**src/rtl/mem_bus_arbiter.sv**
```systemverilog
// Two-master valid/ready arbiter in front of one single-port word memory with registered read.
// Define MEM_ARB_RR_EN for round-robin arbitration; otherwise m0 has fixed priority.
`timescale 1ns/1ps
module mem_bus_arbiter #(
   parameter int unsigned SIZE   = 1024,
   parameter int unsigned RD_LAT = 1
) (
   input  logic        clk,
   input  logic        reset,
   input  logic        m0_valid,
   input  logic        m0_instr,
   input  logic [31:0] m0_addr,
   input  logic [31:0] m0_wdata,
   input  logic [3:0]  m0_wstrb,
   output logic        m0_ready,
   output logic [31:0] m0_rdata,
   input  logic        m1_valid,
   input  logic [31:0] m1_addr,
   input  logic [31:0] m1_wdata,
   input  logic [3:0]  m1_wstrb,
   output logic        m1_ready,
   output logic [31:0] m1_rdata,
   output logic [31:0] mem_addr,
   output logic [31:0] mem_wdata,
   output logic [3:0]  mem_wmask,
   output logic        mem_rstrb,
   input  logic [31:0] mem_rdata,
   output logic        oor_err
);

   localparam logic [31:0] SIZE_W = 32'(SIZE);
   localparam logic [1:0]  LAT_M1 = 2'(RD_LAT - 1);

   typedef enum logic [1:0] {IDLE, STROBE, WAIT} state_t;

   state_t      state;
   logic        gnt;
   logic [3:0]  cur_wstrb;
   logic        cur_oor;
   logic [1:0]  cnt;
   logic        rd_ack;

   logic        sel;
   logic [31:0] sel_addr;
   logic [31:0] sel_wdata;
   logic [3:0]  sel_wstrb;
   logic        sel_oor;

   logic        unused_ok;
   assign unused_ok = m0_instr;

`ifdef MEM_ARB_RR_EN
   logic last_gnt;
   // last_gnt resets to 1 so that m0 wins the first simultaneous request
   always_comb begin
      sel = m1_valid & (~m0_valid | ~last_gnt);
   end
`else
   always_comb begin
      sel = m1_valid & ~m0_valid;
   end
`endif

   always_comb begin
      sel_addr  = sel ? m1_addr  : m0_addr;
      sel_wdata = sel ? m1_wdata : m0_wdata;
      sel_wstrb = sel ? m1_wstrb : m0_wstrb;
      sel_oor   = ({2'b00, sel_addr[31:2]} >= SIZE_W);
   end

   always_ff @(posedge clk or posedge reset) begin
      if (reset) begin
         state     <= IDLE;
         gnt       <= 1'b0;
         cur_wstrb <= '0;
         cur_oor   <= 1'b0;
         cnt       <= '0;
         rd_ack    <= 1'b0;
         mem_addr  <= '0;
         mem_wdata <= '0;
         mem_wmask <= '0;
         mem_rstrb <= 1'b0;
         m0_ready  <= 1'b0;
         m1_ready  <= 1'b0;
         oor_err   <= 1'b0;
`ifdef MEM_ARB_RR_EN
         last_gnt  <= 1'b1;
`endif
      end else begin
         mem_wmask <= '0;
         mem_rstrb <= 1'b0;
         m0_ready  <= 1'b0;
         m1_ready  <= 1'b0;
         oor_err   <= 1'b0;
         rd_ack    <= 1'b0;
         case (state)
            IDLE: begin
               if (m0_valid || m1_valid) begin
                  gnt       <= sel;
                  mem_addr  <= sel_addr;
                  mem_wdata <= sel_wdata;
                  cur_wstrb <= sel_wstrb;
                  cur_oor   <= sel_oor;
                  if (!sel_oor) begin
                     if (sel_wstrb != 4'b0000) mem_wmask <= sel_wstrb;
                     else                      mem_rstrb <= 1'b1;
                  end
`ifdef MEM_ARB_RR_EN
                  last_gnt  <= sel;
`endif
                  state     <= STROBE;
               end
            end
            STROBE: begin
               state <= WAIT;
               if (cur_oor || cur_wstrb != 4'b0000) begin
                  m0_ready <= ~gnt;
                  m1_ready <= gnt;
                  oor_err  <= cur_oor;
                  cnt      <= '0;
               end else begin
                  cnt <= LAT_M1;
                  if (LAT_M1 == 2'd0) begin
                     m0_ready <= ~gnt;
                     m1_ready <= gnt;
                     rd_ack   <= 1'b1;
                  end
               end
            end
            WAIT: begin
               // the ready cycle itself is spent in WAIT, so IDLE never sees a stale valid
               if (m0_ready || m1_ready) begin
                  state <= IDLE;
               end else begin
                  cnt <= cnt - 2'd1;
                  if (cnt == 2'd1) begin
                     m0_ready <= ~gnt;
                     m1_ready <= gnt;
                     rd_ack   <= 1'b1;
                  end
               end
            end
            default: state <= IDLE;
         endcase
      end
   end

   assign m0_rdata = (m0_ready && rd_ack) ? mem_rdata : '0;
   assign m1_rdata = (m1_ready && rd_ack) ? mem_rdata : '0;

endmodule

```
**config.mk**
```make
export PLATFORM = sky130hd
export DESIGN_NAME = mem_bus_arbiter
export DESIGN_NICKNAME = d
export VERILOG_FILES = /design/src/rtl/mem_bus_arbiter.sv
export SDC_FILE = /design/constraint.sdc
export NUM_CORES = 1
export LEC_CHECK = 0
export CORE_AREA = 2 2 121 123
export CTS_CLUSTER_SIZE = 10
export DETAILED_ROUTE_END_ITERATION = 7
export DIE_AREA = 0 0 123 125
export GPL_TIMING_DRIVEN = 0
export HOLD_SLACK_MARGIN = 0.08
export PLACE_DENSITY = 0.73
export SYNTH_ARGS = -nofsm -noshare
export SYNTH_HDL_FRONTEND = slang
export SYNTH_SLANG_ARGS = --single-unit
```
**constraint.sdc**
```tcl
create_clock -name clk -period 5.9 [get_ports clk]
set_input_delay 1.18 -clock clk [delete_from_list [all_inputs] [get_ports clk]]
set_output_delay 1.18 -clock clk [all_outputs]
set_load 0.1 [all_outputs]
```
Word-level counts from Yosys, hierarchy flattened

Cells that the tools add are included.

Output and inout port bits: 136
Bits of input ports: 173
Logic and storage cells: 66
Register bits: 83

$lt $le $gt $ge: 1
Add/subtract/negate cells: 1
Mux-type cells: 30
Eq/ne operators: 6
Reductions and logical operators: 12
Bitwise logic cells: 3

Operator list:

| cell                   | number |
|---|---|
| $mux W32               | 4 |
| $ge A30 B11 Y1 const B | 1 |
| $mux W4                | 5 |
| $mux W1                | 13 |
| $reduce_bool A4 Y1     | 2 |
| $mux W2                | 3 |
| $ne A2 B2 Y1 const B   | 3 |
| $pmux W1 S2            | 3 |
| $pmux W2 S3            | 1 |
| $reduce_and A2 Y1      | 3 |
| $eq A2 B1 Y1 const B   | 2 |
| $pmux W2 S2            | 1 |
| $logic_or A1 B1 Y1     | 3 |
| $eq A2 B2 Y1 const B   | 1 |
| $logic_and A1 B1 Y1    | 2 |
| $logic_not A2 Y1       | 1 |
| $not A1 Y1             | 2 |
| $reduce_bool A2 Y1     | 1 |
| $sub A2 B1 Y2 const B  | 1 |
| $and A1 B1 Y1          | 1 |

Depth between registers and ports, before layout

Depth in word-level cells: 8
Mapped depth: 8
Gate-level depth less buffers: 6

Worst setup path after synthesis

OpenSTA, ideal clock, no wires.

Path type: flip-flop to output port
From: register m0_ready
To: output port m0_rdata[10]
Stages on the path, launching flop included: 3
Slack: 2.673 ns
Arrival time: 2.047 ns
Path through: dfrtp_1 clkbuf_1 and3_1

Word-level cells in the longest chain between the ends: 2

RTL lines:

| what                   | line | RTL |
|---|---|---|
| from (decl)            | 15   | `output logic m0_ready,` |
| from (signal assigned) | 117  | `m0_ready <= ~gnt;` |
| from (signal assigned) | 124  | `m0_ready <= ~gnt;` |
| from (signal assigned) | 137  | `m0_ready <= ~gnt;` |
| $logic_and A1 B1 Y1    | 148  | `assign m0_rdata = (m0_ready && rd_ack) ? mem_rdata : '0;` |
| $mux W32               | 148  |  |
| to (decl)              | 16   | `output logic [31:0] m0_rdata,` |

No other way between the ends.

Worst setup path in the final report

From: input port mem_rdata[3]
To: output port m0_rdata[3]

Word-level cells in the longest chain between the ends: 1

RTL lines:

| what        | line | RTL |
|---|---|---|
| from (decl) | 27   | `input logic [31:0] mem_rdata,` |
| $mux W32    | 148  |  |

No other way between the ends.

==> run metrics <==
status finished, final reports clean; Initial Util 0.311; Post-Synthesis Cell Area 4420 um2; Gate power share 0.653; overall routing resource usage 0.219; min cycle time layout 4.21 ns; Max VDD drop 0.000450 V; layout cells sized above 1 0.0458; sequential share of power 0.220; via density per instance 4.91; DRC violations left 0; Ys Warns 0; Worst Hold Class reg2reg; CP endpoint kind output pin; count of final hold-check violations 0; Iter 0 DRT Violations 157; H-tree depth 3; first-pass GRT wire length 26,000 um; vias in the first global route 4,892; register area share after synthesis 0.470; Post-Syn Instances 462; Hold WS 0.454 ns; CP Class in2out; LEAKAGE 0.00378 uW; Synth Net Count 639; CTS Buffer Depth 2; Area Growth Syn to Fin 82.1%; PwrDens 553 nW/um2; relative slew slack 0.299; Worst Skew 0.00771 ns; Yosys cell types 31; Worst Setup Start Kind input port; area fraction in and, or, nand and nor cells after synthesis 0.207; Routed WL per cell 17.7 um; HPWL after DPL 13,800 um; area leader, netlist dfrtp_1; Max Fclk 237 MHz; reg2reg setup slack 4.05 ns; TNS Setup 0 ns; DRT antenna net count 0; Mean Syn Cell Area 9.57 um2; post-synthesis compound-gate area fraction 0.0996; Post-CTS Repair Setup Buffers 0; GR Overflow Total 0; fillers 1,229; Worst Path Arrival 3.03 ns; Slew Viols, Final 0; I/O Buffers 307; Switching Fraction 0.588; post-synth top area share 0.470; Tcrit/Tclk final 0.714; setup violators final 0; Req. time, crit path 4.72 ns; Detailed Routing Iterations Pass 1 4; std cell rows 44; XOR/XNOR Fraction of Synth Area 0; routed wire length 17,200 um; Worst Tran Pin Value 1.05 ns; number of hold buffers added after CTS 0; post-synthesis mux area share 0.158; Die ar. 15,400 um2; synth top area cells dfrtp_1, mux2i_1, and3_1, nand2_1, o21ai_0; antenna violations before repair 1; CTS Root Buffer Type clkbuf_16; post_cts resized 0; adder-cell area share of the yosys netlist 0.0113; MaxCap Viol Count 0; crit path max fanout 2; CTS Buf Count 9; number of synthesized register bits 83; I/O pin cnt 309; worst-skew pair later-pin latency 0.34 ns; die width 123 um; RSZ-0062 raised after global routing false; Die Span Y 125 um; final core utilization 0.567; CTS tree yes; via count 4,769; final RePlAce weighted congestion 0.930; Reg clk slew, reported paths 0.06 ns; largest net degree at the start of global routing 53; largest family of logic cells by synthesized area simple AND/OR/NAND/NOR gates; Psw 2620 uW; Clock power frac 0.127; nets 958; cell-internal power 1840 uW; Sink Count 83; area of the core 14,200 um2
[worst max-delay path, cell delays in order]
cell	delay (ns)
clkdlybuf4s50_1	0.48
and3_1	0.21
clkdlybuf4s50_1	1.15
[worst paths after layout]
check / start / to / cells past startpoint
max in group asynchronous: reset / cnt[1] / 3
setup reg to reg: state[0] / mem_wdata[2] / 6
min in group asynchronous: reset / mem_wdata[23] / 2
setup / recovery: mem_rdata[3] / m0_rdata[3] / 3
hold reg to reg: gnt / m0_ready / 1
hold / removal: gnt / m0_ready / 1
[per-layer routing]
layer  GRT usage  vias up  share of wire
li1            -     2273              -
met1       0.231     2243           0.36
met2       0.411      226           0.53
met3      0.0538       27          0.082
met4      0.0836        0          0.024
met5           0        -              0
[placed cells by master, fill, tap and decap left out, types with 2 or more instances in the layout]
cell	synthesis	layout
a21oi_1	8	8
and3_1	68	68
buf_2	3	3
buf_4	5	5
buf_6	2	2
buf_8	3	3
clkbuf_1	25	26
clkbuf_16	0	9
clkdlybuf4s50_1	0	307
clkinv_2	0	2
dfrtp_1	83	83
ha_1	4	4
inv_1	6	5
mux2i_1	70	70
nand2_1	74	74
nand2b_1	2	2
nand3_1	10	10
nor2_1	3	3
nor4_1	12	12
o21ai_0	51	51
o21ai_1	20	20
[stage by stage]
| step | total power, uW | instance area (um2) | cells | setup WS (ns) |
|---|---|---|---|---|
| final | 4460 | 8050 | 971 | 1.69 |
| after global routing | 4650 | 8050 | 971 | 1.63 |
| after CTS | 4480 | 8050 | 970 | 1.72 |
| after detailed placement | 3910 | 7760 | 954 | 1.71 |
| after global placement | 3860 | 7730 | 953 | 1.15 |
| after floorplan | 3080 | 4420 | 462 | 2.58 |
[logic make-up (layout without fill, tap and decap cells)]
kind of cell | Yosys count | count (layout)
other | 0 | 1
buffers and inverters | 45 | 369
adder cells (fa/ha/maj) | 4 | 4
multiplexers | 70 | 70
AND/OR/NAND/NOR | 176 | 176
flip-flops | 83 | 83
AO/OA/AOI/OAI | 84 | 84
[cell usage after synthesis]
master	n
dfrtp_1	83
nand2_1	74
mux2i_1	70
and3_1	68
o21ai_0	51
clkbuf_1	25
o21ai_1	20
nor4_1	12
nand3_1	10
a21oi_1	8
inv_1	6
buf_4	5
ha_1	4
buf_2	3
buf_8	3
nor2_1	3
buf_6	2
nand2b_1	2
a21o_1	1
a32oi_1	1
and2_1	1
and2_4	1
buf_1	1
nor2_4	1
nor2b_1	1
nor3b_2	1
o21a_1	1
o21ai_2	1
o31ai_2	1
or2_1	1
or4_4	1
[sequential cells by signal (all words and copies together), names as in the netlist]
register and flops:
mem_addr 32, mem_wdata 32, m0_ready 1, rd_ack 1
cur_wstrb 4, cur_oor 1, m1_ready 1, oor_err 1
gnt 1, state 2, cnt 2, mem_wmask 4
mem_rstrb 1
[layout make-up]
class | instances | area (um2) | area share
timing repair buffer | 308 | 3100 | 0.385
multi-input combinational | 334 | 2110 | 0.261
sequential | 83 | 2080 | 0.258
tap | 184 | 230 | 0.0286
clock buffer | 10 | 229 | 0.0284
buffer | 39 | 218 | 0.0270
clock inverter | 6 | 65.1 | 0.00808
inverter | 6 | 25.0 | 0.00311
antenna | 1 | 2.50 | 0.000311
[power groups by stage]
stage                     registers, uW  logic (uW)  clock network (uW)
final                               980        2910                 566
after global routing               1010        3040                 598
after CTS                           981        2930                 575
after detailed placement            986        2920                   0
after global placement              971        2890                   0
after floorplan                    2570         512                   0
(Power assumes the default switching activity.)
